==> src/rtl/qspi_seq_pkg.sv <==
// Shared types and N25Q opcodes for the QSPI flash command sequencer.
// Imported by qspi_flash_sequencer.
package qspi_seq_pkg;

  localparam logic [7:0] CMD_WREN = 8'h06;
  localparam logic [7:0] CMD_PP   = 8'h02;
  localparam logic [7:0] CMD_SE   = 8'hD8;
  localparam logic [7:0] CMD_READ = 8'h03;
  localparam logic [7:0] CMD_RDSR = 8'h05;

  typedef enum logic [1:0] {
    OP_READ  = 2'b00,
    OP_PROG  = 2'b01,
    OP_ERASE = 2'b10,
    OP_ILL   = 2'b11
  } op_e;

  typedef enum logic [2:0] {
    S_IDLE,
    S_ISSUE,
    S_WAIT,
    S_CHECK,
    S_FINISH
  } state_e;

  typedef enum logic [1:0] {
    STEP_0    = 2'd0,
    STEP_1    = 2'd1,
    STEP_POLL = 2'd2
  } step_e;

endpackage

==> src/rtl/qspi_flash_sequencer.sv <==
// Expands READ / PROGRAM / SECTOR_ERASE client requests into N25Q
// command sequences on the qspi_master command port.
module qspi_flash_sequencer
  import qspi_seq_pkg::*;
#(
  parameter int ADDR_W     = 24,
  parameter int DATA_W     = 32,
  parameter int POLL_LIMIT = 1024
) (
  input  logic              i_clk,
  input  logic              i_rst_n,
  input  logic              i_req,
  input  logic [1:0]        i_op,
  input  logic [ADDR_W-1:0] i_addr,
  input  logic [DATA_W-1:0] i_wdata,
  output logic              o_ack,
  output logic              o_busy,
  output logic              o_done,
  output logic              o_error,
  output logic [DATA_W-1:0] o_rdata,
  output logic [7:0]        o_m_command,
  output logic [ADDR_W-1:0] o_m_addr,
  output logic [DATA_W-1:0] o_m_data,
  output logic              o_m_rw,
  output logic              o_m_enable,
  input  logic              i_m_busy,
  input  logic              i_m_done,
  input  logic [DATA_W-1:0] i_m_read_word
);

  localparam int PCW = $clog2(POLL_LIMIT + 1);
  localparam logic [PCW-1:0] LIMIT = PCW'(POLL_LIMIT);

  state_e            state_q, state_d;
  op_e               op_q, op_d;
  step_e             step_q, step_d;
  logic [ADDR_W-1:0] addr_q, addr_d;
  logic [DATA_W-1:0] wdata_q, wdata_d;
  logic [DATA_W-1:0] rword_q, rword_d;
  logic [PCW-1:0]    cnt_q, cnt_d;
  logic              err_q, err_d;

  logic              ack_q, ack_d;
  logic              busy_q, busy_d;
  logic              done_q, done_d;
  logic              error_q, error_d;
  logic [DATA_W-1:0] rdata_q, rdata_d;
  logic [7:0]        cmd_q, cmd_d;
  logic [ADDR_W-1:0] maddr_q, maddr_d;
  logic [DATA_W-1:0] mdata_q, mdata_d;
  logic              rw_q, rw_d;
  logic              en_q, en_d;

  logic [7:0]        dec_cmd;
  logic              dec_rw;
  logic              wip;
  logic              is_poll;

  assign wip     = rword_q[0];
  assign is_poll = (step_q == STEP_POLL);

  always_ff @(posedge i_clk or negedge i_rst_n) begin
    if (!i_rst_n) begin
      state_q <= S_IDLE;
      op_q    <= OP_READ;
      step_q  <= STEP_0;
      addr_q  <= '0;
      wdata_q <= '0;
      rword_q <= '0;
      cnt_q   <= '0;
      err_q   <= 1'b0;
      ack_q   <= 1'b0;
      busy_q  <= 1'b0;
      done_q  <= 1'b0;
      error_q <= 1'b0;
      rdata_q <= '0;
      cmd_q   <= '0;
      maddr_q <= '0;
      mdata_q <= '0;
      rw_q    <= 1'b0;
      en_q    <= 1'b0;
    end else begin
      state_q <= state_d;
      op_q    <= op_d;
      step_q  <= step_d;
      addr_q  <= addr_d;
      wdata_q <= wdata_d;
      rword_q <= rword_d;
      cnt_q   <= cnt_d;
      err_q   <= err_d;
      ack_q   <= ack_d;
      busy_q  <= busy_d;
      done_q  <= done_d;
      error_q <= error_d;
      rdata_q <= rdata_d;
      cmd_q   <= cmd_d;
      maddr_q <= maddr_d;
      mdata_q <= mdata_d;
      rw_q    <= rw_d;
      en_q    <= en_d;
    end
  end

  always_comb begin
    state_d = state_q;
    case (state_q)
      S_IDLE: begin
        if (i_req)
          state_d = (op_e'(i_op) == OP_ILL) ? S_FINISH : S_ISSUE;
      end
      S_ISSUE:  if (!i_m_busy) state_d = S_WAIT;
      S_WAIT:   if (i_m_done) state_d = S_CHECK;
      S_CHECK: begin
        if (is_poll)
          state_d = (wip && cnt_q < LIMIT) ? S_ISSUE : S_FINISH;
        else
          state_d = (op_q == OP_READ) ? S_FINISH : S_ISSUE;
      end
      S_FINISH: state_d = S_IDLE;
      default:  state_d = S_IDLE;
    endcase
  end

  always_comb begin
    dec_cmd = CMD_RDSR;
    dec_rw  = 1'b1;
    case ({op_q, step_q})
      {OP_READ, STEP_0}: dec_cmd = CMD_READ;
      {OP_PROG, STEP_0},
      {OP_ERASE, STEP_0}: begin
        dec_cmd = CMD_WREN;
        dec_rw  = 1'b0;
      end
      {OP_PROG, STEP_1}: begin
        dec_cmd = CMD_PP;
        dec_rw  = 1'b0;
      end
      {OP_ERASE, STEP_1}: begin
        dec_cmd = CMD_SE;
        dec_rw  = 1'b0;
      end
      default: ;
    endcase
  end

  always_comb begin
    op_d    = op_q;
    step_d  = step_q;
    addr_d  = addr_q;
    wdata_d = wdata_q;
    rword_d = rword_q;
    cnt_d   = cnt_q;
    err_d   = err_q;
    ack_d   = 1'b0;
    busy_d  = busy_q;
    done_d  = 1'b0;
    error_d = 1'b0;
    rdata_d = rdata_q;
    cmd_d   = cmd_q;
    maddr_d = maddr_q;
    mdata_d = mdata_q;
    rw_d    = rw_q;
    en_d    = 1'b0;
    case (state_q)
      S_IDLE: begin
        busy_d = 1'b0;
        if (i_req) begin
          ack_d   = 1'b1;
          busy_d  = 1'b1;
          op_d    = op_e'(i_op);
          step_d  = STEP_0;
          addr_d  = i_addr;
          wdata_d = i_wdata;
          cnt_d   = '0;
          err_d   = (op_e'(i_op) == OP_ILL);
        end
      end
      S_ISSUE: begin
        if (!i_m_busy) begin
          en_d    = 1'b1;
          cmd_d   = dec_cmd;
          rw_d    = dec_rw;
          maddr_d = addr_q;
          mdata_d = wdata_q;
          if (is_poll) cnt_d = cnt_q + PCW'(1);
        end
      end
      S_WAIT: if (i_m_done) rword_d = i_m_read_word;
      S_CHECK: begin
        if (is_poll) begin
          if (wip && cnt_q >= LIMIT) err_d = 1'b1;
        end else if (op_q == OP_READ) begin
          rdata_d = rword_q;
        end else begin
          step_d = (step_q == STEP_0) ? STEP_1 : STEP_POLL;
        end
      end
      S_FINISH: begin
        done_d  = 1'b1;
        error_d = err_q;
      end
      default: ;
    endcase
  end

  assign o_ack       = ack_q;
  assign o_busy      = busy_q;
  assign o_done      = done_q;
  assign o_error     = error_q;
  assign o_rdata     = rdata_q;
  assign o_m_command = cmd_q;
  assign o_m_addr    = maddr_q;
  assign o_m_data    = mdata_q;
  assign o_m_rw      = rw_q;
  assign o_m_enable  = en_q;

endmodule

==> config.mk <==
export PLATFORM = sky130hd
export DESIGN_NAME = qspi_flash_sequencer
export DESIGN_NICKNAME = d
export VERILOG_FILES = /design/src/rtl/qspi_seq_pkg.sv /design/src/rtl/qspi_flash_sequencer.sv
export SDC_FILE = /design/constraint.sdc
export NUM_CORES = 1
export LEC_CHECK = 0
export CAP_MARGIN = 20
export CELL_PAD_IN_SITES_DETAIL_PLACEMENT = 0
export CELL_PAD_IN_SITES_GLOBAL_PLACEMENT = 1
export CORE_ASPECT_RATIO = 0.6
export CORE_MARGIN = 2
export CORE_UTILIZATION = 42
export DETAILED_ROUTE_END_ITERATION = 16
export PLACE_DENSITY_LB_ADDON = 0.15
export SLEW_MARGIN = 20
export SYNTH_ARGS = -nofsm -noshare
export SYNTH_HDL_FRONTEND = slang
export SYNTH_SLANG_ARGS = --single-unit
==> constraint.sdc <==
create_clock -name i_clk -period 4.8 [get_ports i_clk]
set_clock_uncertainty 0.1 [all_clocks]
set_input_delay 0.96 -clock i_clk [delete_from_list [all_inputs] [get_ports i_clk]]
set_output_delay 0.96 -clock i_clk [all_outputs]
set_load 0.02 [all_outputs]
==> impl_metrics.json <==
{
  "path_class": "in2reg",
  "clockBufferDepth": 3,
  "drc": 0,
  "tns_ns": 0,
  "layout_min_cycle_time_ns": 2.84,
  "required_ns": 5.09,
  "hold_path.class": "reg2reg",
  "cap_violations": 0,
  "post-cts-setup-buffer-count": 0,
  "multi_input_comb_area_um2": 2640,
  "rsz0062_at_grt": "no",
  "grt_max_degree": 124,
  "cts_inserted_buffers": 20,
  "final_cell_mix": "dfrtp_1 (205), clkdlybuf4s50_1 (194), nand2_1 (185), mux2_2 (121), clkbuf_16 (21)",
  "power.leakage_nw": 4.89,
  "layout_commonest_cell": "dfrtp_1",
  "antenna_left": 0,
  "dr.pass1.iters": 4,
  "cts-root-buf": "clkbuf_16",
  "yosysWarnings": 0,
  "seq_area_um2": 5130,
  "die-area_um2": 20100,
  "rr_endpoint": "cnt_q[9]",
  "slew_headroom": 0.345,
  "min_from": "addr_q[13]",
  "syn_nets": 735,
  "dpl_cell_area_um2": 10100,
  "start_util": 0.435,
  "cts.sinks": 205,
  "core-area_um2": 18300,
  "avgSynthCellArea_um2": 12.5,
  "status": "complete, no violations",
  "drive_gt1_frac": 0.199,
  "final_util": 0.589,
  "antenna_found_initial": 1,
  "htree_levels": 1,
  "dpl.hpwl_mm": 11.9,
  "yosys_most_used_dff": "dfrtp_1",
  "yosys-mux-area-fraction": 0.175,
  "synth-compound-area-share": 0.0275,
  "viasPerCell": 4.99,
  "wl_per_cell_um": 16.8,
  "grt_pass1_wl_mm": 30.0,
  "insertion_delay_ns": 0.49,
  "fmax_ghz": 0.352,
  "via_count": 5364,
  "grt_overflow_total": 0,
  "synth-seq-cells": 205,
  "crit_path_max_fanout": 40,
  "syn_to_final_growth_pct": 35.5,
  "hold_end": "addr_q[13]",
  "peakVddDrop_mv": 0.346,
  "synthCells": 639,
  "synth_top_area_cell": "dfrtp_1",
  "diodes": 0,
  "r2r-start": "state_q[1]",
  "nets": 920,
  "synthSimpleGateAreaFrac": 0.124,
  "synthArstFlopShare": 1.00,
  "synth_xor_area_frac": 0.00220,
  "hold_buffers": 0,
  "final_area_um2": 10800,
  "cts_tree": "built",
  "crit_arrival_ns": 3.14,
  "pin_count": 197,
  "gp_congestion": 0.721,
  "r2r_setup_slack_ns": 2.15,
  "power_per_cell_area_nw_per_um2": 677,
  "die_w_um": 182,
  "ff2ff_path_depth": 6,
  "yosysSeqAreaShare": 0.645,
  "crit_path_end_kind": "register",
  "die_y_um": 111,
  "setup_viol": 0,
  "grt_pass1_vias": 5821,
  "nFillCells": 1490,
  "holdPathStages": 2,
  "synth_top_area_share": 0.645,
  "synth-edff-count": 0,
  "portBuffers": 195,
  "rows": 38,
  "routed_wl_mm": 18.0,
  "critPathLaunchType": "input pin",
  "drv_slew": 0,
  "yosys-top-cells-area": "dfrtp_1 (64%), mux2_2 (17%), nand2_1 (8.8%)",
  "syn_area_um2": 7960,
  "fin_crit_sh": 0.592,
  "cp-startpoint": "i_req",
  "drt-initial-drc-count": 360,
  "grtUsageTotal": 0.183,
  "clk_pin_slew_ns": 0.07,
  "yosys.area_share.adder": 0.00157,
  "worst_pin_slew_ns": 0.982,
  "synth_cell_type_count": 45,
  "synth_top_family_by_area": "multiplexers",
  "post_cts_resized": 0,
  "hold_viol_final": 0
}
-- layout make-up --
| class | instances | area share |
|---|---|---|
| well taps | 240 | 0.0278 |
| clock buffers | 31 | 0.0587 |
| clock inverters | 3 | 0.00429 |
| inverters | 6 | 0.00209 |
| repair buffers | 201 | 0.187 |
| multi-input cells | 390 | 0.245 |
| flip-flops and latches | 205 | 0.476 |
-- Yosys cell counts (2+ instances only) --
cell type  count
mux2i_1        3
or4_1          5
nor3b_1        3
buf_4          4
nand3_1        4
nor2_1         8
buf_2         15
clkbuf_1      16
nand2_1      186
nand3b_1       4
dfrtp_1      205
a21oi_1       11
inv_1          5
o31ai_1        6
or3_1          3
o21ai_0        9
buf_1          3
xor2_1         2
mux2_2       121
-- registers in the layout, summed over array words and instances (netlist names) --
name	count
err_q	1
o_m_data	32
cnt_q	11
wdata_q	32
op_q	2
o_busy	1
addr_q	24
rword_q	32
o_m_command	4
o_m_enable	1
o_error	1
o_m_addr	24
o_ack	1
o_done	1
o_m_rw	1
o_rdata	32
state_q	3
step_q	2
-- metrics by stage --
step                setup slack [ns]  hold slack [ns]  cells  power, mW
global placement                1.53            0.351   1042       5.63
finish                          1.96            0.369   1076       7.30
CTS                             1.95            0.374   1076       7.41
detailed placement              1.47            0.356   1042       5.76
global route                    1.80            0.396   1076       7.75
floorplan                       2.55            0.340    639       4.51
-- layer usage --
layer  track usage  vias up  routed length, µm
li1              -     2491                  -
met2         0.287      138               8100
met4        0.0390        0                271
met5             0        -                  0
met3        0.0455       25               1130
met1         0.258     2710               8530
-- critical path, cell delays in order --
cell             delay [ns]
clkdlybuf4s50_1        0.51
nand2_2                0.07
inv_2                  0.54
a21oi_2                0.30
or4_1                  0.58
a21oi_1                0.17
-- report_power, final --
part           switching [mW]  total (mW)  internal (mW)
Combinational            1.33        2.73           1.39
Clock                   0.644        1.61          0.961
Sequential              0.466        2.97           2.50
Total                    2.44        7.30           4.86
-- how the worst max path moves through the flow --
stage / to / slack [ns] / cells past startpoint
global placement: cnt_q[5] / 1.53 / 6
finish: cnt_q[9] / 1.96 / 6
CTS: cnt_q[9] / 1.95 / 6
global route: cnt_q[9] / 1.80 / 6
floorplan: cnt_q[9] / 2.55 / 5
detailed placement: cnt_q[7] / 1.47 / 6
-- kinds of logic (layout without fill, tap and decap cells) --
logic type,after synthesis,in the layout
other cells,1,1
buf+inv,44,241
fa+ha+maj,1,1
simple gates,227,227
mux,124,124
compound gates,35,35
flops,205,205
xor+xnor,2,2
Note: power is estimated with default switching activity, not from simulation.
